==> src/rtl/tetris_pkg.sv <==
// Shared board geometry, playfield bounds, palette and clear-FSM state type
// for the Tetris board store and renderer.
package tetris_pkg;

   localparam int BOARD_W = 10;
   localparam int BOARD_H = 20;

   localparam logic [9:0] FIELD_X0 = 10'd203;
   localparam logic [9:0] FIELD_X1 = 10'd433;
   localparam logic [9:0] FIELD_Y0 = 10'd11;
   localparam logic [9:0] FIELD_Y1 = 10'd471;

   localparam logic [11:0] COLOR_BG    = 12'h112;
   localparam logic [11:0] COLOR_FRAME = 12'hFFF;
   localparam logic [11:0] COLOR_GRID  = 12'h444;
   localparam logic [11:0] COLOR_BLACK = 12'h000;

   typedef enum logic [1:0] {
      IDLE,
      SHIFT,
      TOP
   } clearState_t;

   // Code 0 is an empty cell and renders black; 1..7 are the piece colours.
   function automatic logic [11:0] paletteColor(input logic [2:0] code);
      case (code)
         3'd1:    return 12'h0FF;
         3'd2:    return 12'hFF0;
         3'd3:    return 12'hA0F;
         3'd4:    return 12'h0F0;
         3'd5:    return 12'hF00;
         3'd6:    return 12'h00F;
         3'd7:    return 12'hF80;
         default: return COLOR_BLACK;
      endcase
   endfunction

endpackage

==> src/rtl/board_store.sv <==
// 10x20 cell store with a game-logic write port, a row-clear FSM that shifts
// the rows above the cleared one down, and a combinational read port.
module board_store
   import tetris_pkg::*;
(
   input  logic       clk,
   input  logic       reset,
   input  logic       i_wrEn,
   input  logic [3:0] i_wrX,
   input  logic [4:0] i_wrY,
   input  logic [2:0] i_wrColor,
   input  logic       i_clearReq,
   input  logic [4:0] i_clearIdx,
   input  logic [3:0] i_rdX,
   input  logic [4:0] i_rdY,
   output logic [2:0] o_rdColor,
   output logic       o_busy,
   output logic       o_clearDone
);

   logic [3*BOARD_W-1:0] r_rows [BOARD_H];
   clearState_t          r_state;
   logic [4:0]           r_row;
   logic                 r_busy;
   logic                 r_clearDone;

   // A clear request wins over a write issued in the same idle cycle.
   always_ff @(posedge clk) begin
      if (reset) begin
         for (int i = 0; i < BOARD_H; i++) r_rows[i] <= '0;
         r_state     <= IDLE;
         r_row       <= '0;
         r_busy      <= 1'b0;
         r_clearDone <= 1'b0;
      end else begin
         r_clearDone <= 1'b0;
         case (r_state)
            IDLE: begin
               if (i_clearReq && i_clearIdx <= 5'(BOARD_H - 1)) begin
                  r_row   <= i_clearIdx;
                  r_busy  <= 1'b1;
                  r_state <= (i_clearIdx == 5'd0) ? TOP : SHIFT;
               end else if (i_wrEn && i_wrX <= 4'(BOARD_W - 1) && i_wrY <= 5'(BOARD_H - 1)) begin
                  r_rows[i_wrY][i_wrX*3 +: 3] <= i_wrColor;
               end
            end
            SHIFT: begin
               r_rows[r_row] <= r_rows[r_row - 5'd1];
               r_row         <= r_row - 5'd1;
               if (r_row == 5'd1) r_state <= TOP;
            end
            TOP: begin
               r_rows[0]   <= '0;
               r_clearDone <= 1'b1;
               r_busy      <= 1'b0;
               r_state     <= IDLE;
            end
            default: r_state <= IDLE;
         endcase
      end
   end

   always_comb begin
      o_rdColor = '0;
      if (i_rdX <= 4'(BOARD_W - 1) && i_rdY <= 5'(BOARD_H - 1))
         o_rdColor = r_rows[i_rdY][i_rdX*3 +: 3];
   end

   assign o_busy      = r_busy;
   assign o_clearDone = r_clearDone;

endmodule

==> src/rtl/board_renderer.sv <==
// Two-stage pixel pipeline that overlays frame, grid, active piece and stored
// cells onto the video stream, with sync signals delayed to match.
module board_renderer
   import tetris_pkg::*;
(
   input  logic        clk,
   input  logic        reset,
   input  logic        ce,
   input  logic [9:0]  x,
   input  logic [9:0]  y,
   input  logic [3:0]  x_b,
   input  logic [4:0]  y_b,
   input  logic        border_x,
   input  logic        border_y,
   input  logic        hsync_in,
   input  logic        vsync_in,
   input  logic        video_on_in,
   input  logic        wr_en,
   input  logic [3:0]  wr_x,
   input  logic [4:0]  wr_y,
   input  logic [2:0]  wr_color,
   input  logic        row_clear_req,
   input  logic [4:0]  row_clear_idx,
   input  logic [35:0] piece_cells,
   input  logic [2:0]  piece_color,
   input  logic        piece_en,
   output logic        busy,
   output logic        clear_done,
   output logic [11:0] rgb,
   output logic        hsync,
   output logic        vsync
);

   logic [2:0]  w_cellCode;
   logic        w_pieceHit;
   logic        w_inField;
   logic        w_frame;
   logic [11:0] w_rgb;

   logic [9:0]  r_xD, r_yD;
   logic        r_hs1, r_vs1, r_von1;
   logic        r_hs2, r_vs2, r_von2;
   logic        r_inField, r_frame, r_grid, r_hit;
   logic [2:0]  r_code;
   logic [11:0] r_rgb;
   logic        r_hsync, r_vsync;

   board_store u_store (
      .clk         (clk),
      .reset       (reset),
      .i_wrEn      (wr_en),
      .i_wrX       (wr_x),
      .i_wrY       (wr_y),
      .i_wrColor   (wr_color),
      .i_clearReq  (row_clear_req),
      .i_clearIdx  (row_clear_idx),
      .i_rdX       (x_b),
      .i_rdY       (y_b),
      .o_rdColor   (w_cellCode),
      .o_busy      (busy),
      .o_clearDone (clear_done)
   );

   always_comb begin
      w_pieceHit = 1'b0;
      if (piece_en)
         for (int i = 0; i < 4; i++)
            if (piece_cells[9*i +: 9] == {x_b, y_b}) w_pieceHit = 1'b1;
   end

   // Field tests use the coordinate delayed one tick so it lines up with x_b/y_b.
   assign w_inField = (r_xD >= FIELD_X0) && (r_xD <= FIELD_X1) &&
                      (r_yD >= FIELD_Y0) && (r_yD <= FIELD_Y1);
   assign w_frame   = (r_xD == FIELD_X0) || (r_xD == FIELD_X1) ||
                      (r_yD == FIELD_Y0) || (r_yD == FIELD_Y1);

   always_comb begin
      w_rgb = COLOR_BLACK;
      if (!r_von2)         w_rgb = COLOR_BLACK;
      else if (!r_inField) w_rgb = COLOR_BG;
      else if (r_frame)    w_rgb = COLOR_FRAME;
      else if (r_grid)     w_rgb = COLOR_GRID;
      else if (r_hit)      w_rgb = paletteColor(piece_color);
      else                 w_rgb = paletteColor(r_code);
   end

   always_ff @(posedge clk) begin
      if (reset) begin
         r_xD      <= '0;
         r_yD      <= '0;
         r_hs1     <= 1'b1;
         r_vs1     <= 1'b1;
         r_von1    <= 1'b0;
         r_hs2     <= 1'b1;
         r_vs2     <= 1'b1;
         r_von2    <= 1'b0;
         r_inField <= 1'b0;
         r_frame   <= 1'b0;
         r_grid    <= 1'b0;
         r_hit     <= 1'b0;
         r_code    <= '0;
         r_rgb     <= COLOR_BLACK;
         r_hsync   <= 1'b1;
         r_vsync   <= 1'b1;
      end else if (ce) begin
         r_xD      <= x;
         r_yD      <= y;
         r_hs1     <= hsync_in;
         r_vs1     <= vsync_in;
         r_von1    <= video_on_in;
         r_inField <= w_inField;
         r_frame   <= w_frame;
         r_grid    <= border_x | border_y;
         r_hit     <= w_pieceHit;
         r_code    <= w_cellCode;
         r_hs2     <= r_hs1;
         r_vs2     <= r_vs1;
         r_von2    <= r_von1;
         r_rgb     <= w_rgb;
         r_hsync   <= r_hs2;
         r_vsync   <= r_vs2;
      end
   end

   assign rgb   = r_rgb;
   assign hsync = r_hsync;
   assign vsync = r_vsync;

endmodule
==> config.mk <==
export PLATFORM = sky130hd
export DESIGN_NAME = board_renderer
export DESIGN_NICKNAME = d
export VERILOG_FILES = /design/src/rtl/tetris_pkg.sv /design/src/rtl/board_store.sv /design/src/rtl/board_renderer.sv
export SDC_FILE = /design/constraint.sdc
export NUM_CORES = 2
export LEC_CHECK = 0
export ABC_AREA = 1
export CELL_PAD_IN_SITES_DETAIL_PLACEMENT = 2
export CELL_PAD_IN_SITES_GLOBAL_PLACEMENT = 2
export CORE_UTILIZATION = 39
export DETAILED_ROUTE_END_ITERATION = 8
export PLACE_DENSITY = 0.9
export SYNTH_ARGS = -nofsm -noshare
export SYNTH_HDL_FRONTEND = slang
export SYNTH_SLANG_ARGS = --single-unit
==> constraint.sdc <==
create_clock -name clk -period 4.1 [get_ports clk]
set_input_delay 0.615 -clock clk [delete_from_list [all_inputs] [get_ports clk]]
set_output_delay 0.615 -clock clk [all_outputs]
set_load 0.02 [all_outputs]
Word level (Yosys, flattened, before mapping)

Memories as Yosys holds them, arrays and structs flattened.
Cells that the tools add are included.

Flip-flop bits (word level): 56
Latch bits: 0
RAM bits: 600
ROM bits: 0
Input port bits: 96
Output and inout port bits: 16
Memories kept: 1

Add/subtract/negate cells: 2
Multipliers: 2
Divide/modulo/power cells: 0
Order comparisons: 9
Equality and inequality tests: 27
Shift-type cells: 3
Multiplexer cells: 41
Bitwise logic cells: 2
Reductions and logical operators: 19

Memories:

| memory         | words | width | rd ports | clocked after Yosys merged registers in | wr ports | line              | text |
|---|---|---|---|---|---|---|---|
| u_store.r_rows | 20    | 30    | 2        | 0                                       | 20       | board_store.sv:21 | `logic [3*BOARD_W-1:0] r_rows [BOARD_H];` |

Operators by type and width:

| cell                    | number |
|---|---|
| $mux 30                 | 6 |
| $pmux 12 s7             | 2 |
| $mux 12                 | 5 |
| $reduce_or 30->1        | 2 |
| $eq 9x9->1              | 4 |
| $neg 6->34              | 1 |
| $shift 3x34->30 const A | 1 |
| $shiftx 3x34->30        | 1 |
| $shiftx 30x7->3         | 1 |
| $eq 3x3->1 const B      | 8 |
| $eq 10x9->1 const B     | 2 |
| $le 10x9->1 const B     | 2 |
| $mux 1                  | 18 |
| $le 5x5->1 const B      | 3 |
| $mux 5                  | 3 |
| $eq 3x2->1 const B      | 4 |
| $mul 4x2->6 const B     | 2 |
| $eq 10x4->1 const B     | 1 |
| $eq 10x8->1 const B     | 1 |
| $ge 10x4->1 const B     | 1 |
| $ge 10x8->1 const B     | 1 |
| $pmux 5 s2              | 1 |
| $le 4x4->1 const B      | 2 |
| $logic_and 1x1->1       | 7 |
| other kinds (16)        | 26 |

Logic depth before layout (Yosys ltp)

Word-level depth: 11
Depth in mapped cells: 18
Mapped depth without buffers: 14

By module

Synthesis repeated with hierarchy kept, for this count alone.

Cell total of the unflattened synthesis: 7083
Area total of the unflattened synthesis: 56928.3 um2

Modules (own cells, without submodules):

| module         | times used | cells an instance | area an instance (um2) | seq. area each (um2) |
|---|---|---|---|---|
| board_store    | 1          | 6658              | 54352.1                | 29007.8 |
| board_renderer | 1          | 425               | 2576.2                 | 900.9 |

Worst setup path before layout

No wires, ideal clock.

Path type: register -> register
Start point: reg u_store.r_row[0]
End point: mem u_store.r_rows[20][10] (netlist bit) (data pin)
Library setup time: 0.296 ns
Data arrival time: 3.064 ns
Data required time: 3.804 ns
Slack: 0.741 ns
Stages on the path, launching flop included: 18
Buffers on the path: 7
Period minus slack after synthesis: 3.359 ns
Path through: dfxtp_1 -> clkinv_1 -> buf_2 -> buf_2 -> clkbuf_1 -> ha_1 -> clkbuf_1 -> inv_2 -> clkbuf_1 -> clkbuf_1 -> o211ai_1 -> nand3_1 -> o211ai_1 -> nand3_1 -> nand3_1 -> nand3_1 -> clkbuf_1 -> inv_1

RTL lines:

| what                     | line              | text |
|---|---|---|
| start: declaration       | board_store.sv:23 | `logic [4:0] r_row;` |
| start signal: assignment | board_store.sv:40 | `r_row <= i_clearIdx;` |
| start signal: assignment | board_store.sv:49 | `r_row <= r_row - 5'd1;` |
| end: declaration         | board_store.sv:21 |  |

==> run metrics <==
count of buffers inserted at the top-level ports=111; routability cong.=0.9365; worst stage delay on the critical path=770 ps; wire length per cell after detailed routing=35.26 um; total global-route track usage=0.4171; ys async rst share=0; largest fanout on the critical path=84; number of synthesized register bits=1,014; number of global-route vias before repair=64,250; most instantiated library cell after synthesis=sky130_fd_sc_hd__nand2_1; number of antenna violations at the first check in global routing=14; DP Wirelength=177,400 um; core box area=0.1438 mm2; synthesized instance count=6,981; proportion of layout cells with a drive suffix above 1=0.06285; startpoint kind of the worst setup timing path=input port; setup repair bufs after CTS=0; synthesis-to-finish area growth=12.57%; final-report max-slew violation count=0; status=complete, but fails checks; number of buffers created by CTS=113; cell row count=139; layout filler cell count=15,610; worst min-delay path class=input port to register; Nets=6,968; max_cap viols=0; clock transition at the register clock pins on the worst setup and hold paths after CTS=70 ps; Worst Setup Slack post-DPL=-73.98 ps; Clock Root Buffer=sky130_fd_sc_hd__clkbuf_16; portion of the post-synthesis area used by sequential elements=0.5282; # hold bufs at CTS=0; Vias per Instance=6.755; final hold slack=442.5 ps; clock latency of the later-clocked register in the worst-skew pair=820 ps; Final Setup Violations=0; detailed-route wire length on metal 1=106,100 um; die height=383.0 um; element type at the critical path end=register; violations in the final reports=DRC; post-cts gate resize count=0; post-synthesis average cell area=8.111 um2; maximum buffer depth of the clock tree=3; worst slew margin relative to its limit=0.2111; Crit Path Class=input port to register; data arrival time of the critical path=4460 ps; # clock sinks=1,014; setup total negative slack=0 ps; Hold Vio Cnt, Final=0; Pre-Repair DR Iteration Count=9; Critical Path, Cell by Cell=clkdlybuf4s50_1, inv_1, ha_1, nor2_1, inv_1, nor4_1, nand2_1, nand2_1, clkinv_2, buf_12, nor3_1; CP Data Required Time=4530 ps; number of synthesis warnings=0; setup repair after global routing missed its margin=no; post-placement cell count=8,652; static leakage power=23.73 nW; amount of wire on met3 after detailed routing=33,120 um; leading cell types by count after synthesis=sky130_fd_sc_hd__nand2_1, sky130_fd_sc_hd__nor2_1, sky130_fd_sc_hd__edfxtp_1; Post-Route WL=312,600 um; count of vias placed by the detailed router=59,890; number of primary I/O pins=112; post-route fraction of the period consumed by the critical path=0.9819; most instantiated flip-flop cell in the synthesis netlist=sky130_fd_sc_hd__edfxtp_1; count of buffering cells on the critical path with inverters included=5; final std cells w/o fill=8,866; first-pass GRT wire length=451,700 um; Routed Antenna Nets=0; wire length on met2=143,700 um; worst-case setup margin in the final layout=74.13 ps; skew final=51.24 ps; CTS tree=yes; violation count after the first detailed-route iteration=7,656; worst-case vdd ir drop=0.3974 mV; share of Yosys cell area claimed by the top area cell type=0.5091; number of synthesized flops with an enable pin=960; top layer used by detailed routing=met5; die extent in x=383.0 um; Worst Max-Slew Pin Slew=1183 ps; final routed DRC violation total=2; cell family with most CP delay=simple AND/OR/NAND/NOR gates; final worst path period need=4026 ps; GRT overflow=0; number of H-tree levels=3; post-synth top area cell=sky130_fd_sc_hd__edfxtp_1; Fmax achieved=248.4 MHz; areal power density over the cells=483.7 mW/mm2; cell types with the largest area share after synthesis=sky130_fd_sc_hd__edfxtp_1, sky130_fd_sc_hd__nand2_1, sky130_fd_sc_hd__nor2_1, sky130_fd_sc_hd__nand3_1, sky130_fd_sc_hd__o21ai_0; pin count of the biggest net entering global routing=205; Post-Syn Nets=7,085; cell with the biggest individual delay on the critical path=sky130_fd_sc_hd__nor3_1; DIE AREA=0.1467 mm2; starting utilization of the core area=0.3937; cell area after synthesis=0.05662 mm2; count of cell types in the netlist=38
-- path summary, 6_finish.rpt --
kind	startpoint	end	slack, ps	cells past startpoint
worst max register to register	u_store.r_row[1]	u_store.r_rows[28][19]	170	11
worst max-delay path	wr_x[0]	u_store.r_rows[23][18]	70	11
worst min-delay path	y[0]	r_yD[0]	440	3
worst min register to register	rgb[4]	rgb[4]	480	2
-- layout by cell type (no fill, tap or decap), drive strengths merged, types with 10 or more instances in the layout --
cell type,Yosys,routed
a21oi,546,546
a32o,12,12
buf,178,224
clkbuf,385,152
clkdlybuf4s50,0,107
clkinv,5,44
dfxtp,54,54
diode,0,10
edfxtp,960,960
inv,566,569
nand2,1332,1332
nand3,753,753
nor2,1038,1038
nor3,92,92
o211ai,233,233
o21ai,738,738
o311ai,10,10
xnor2,17,17
-- logic make-up after synthesis --
kind of cell,after synthesis,share of synthesized area
and+or+nand+nor,3235,0.2368
xor gates and xnor gates,26,0.004022
DFF,1014,0.5282
AOI/OAI and AO/OA,1564,0.1512
buffers and inverters,1134,0.07803
adders and majority gates,8,0.001768
-- per-stage QoR --
| stage | utilization | area (um2) | total power, mW |
|---|---|---|---|
| floorplan | - | 56620 | 16.09 |
| global placement | 0.4186 | 60200 | 18.96 |
| detailed placement | 0.4186 | 60200 | 19.48 |
| CTS | 0.4430 | 63710 | 30.24 |
| global route | 0.4430 | 63710 | 31.11 |
| finish | 0.4431 | 63740 | 30.83 |
-- worst reg2reg max path: stages (launching register included) --
cell	delay, ps
sky130_fd_sc_hd__dfxtp_1	390
sky130_fd_sc_hd__inv_1	180
sky130_fd_sc_hd__ha_4	240
sky130_fd_sc_hd__xnor2_2	310
sky130_fd_sc_hd__buf_12	360
sky130_fd_sc_hd__buf_12	470
sky130_fd_sc_hd__nand3_1	170
sky130_fd_sc_hd__nand3_1	230
sky130_fd_sc_hd__nand3_1	130
sky130_fd_sc_hd__nand3_1	200
sky130_fd_sc_hd__nand3_1	300
sky130_fd_sc_hd__inv_1	640
-- sequential cells by signal, summed over array words and instances (netlist names), 2 cells and up --
signal and count:
r_code 3, rgb 10, u_store.r_rows 960, u_store.r_row 5, r_xD 10, u_store.r_state 2, r_yD 10
-- where the power goes --
part | switching, mW | total, mW | internal, mW
sequential | 0.206 | 11.8 | 11.6
combinational | 6.41 | 8.38 | 1.97
clock | 5.03 | 10.6 | 5.58
-- metal layers --
metal / vias to the layer above / global-route usage
li1: 23540 / -
met1: 29940 / 0.4709
met2: 4643 / 0.6631
met3: 1758 / 0.1122
met4: 12 / 0.3384
met5: - / 0
-- layout make-up --
| cell class | instances | area [um2] | area share |
|---|---|---|---|
| Tap cell | 1903 | 2381 | 0.03736 |
| Inverter | 571 | 2180 | 0.03420 |
| Multi-Input combinational cell | 4833 | 22380 | 0.3511 |
| Sequential cell | 1014 | 29910 | 0.4693 |
| Clock inverter | 52 | 421.7 | 0.006615 |
| Clock buffer | 152 | 3089 | 0.04847 |
| Timing Repair Buffer | 331 | 3353 | 0.05261 |
| Antenna cell | 10 | 25.02 | 0.0003926 |
No activity file was read; power rests on OpenSTA's default activity.
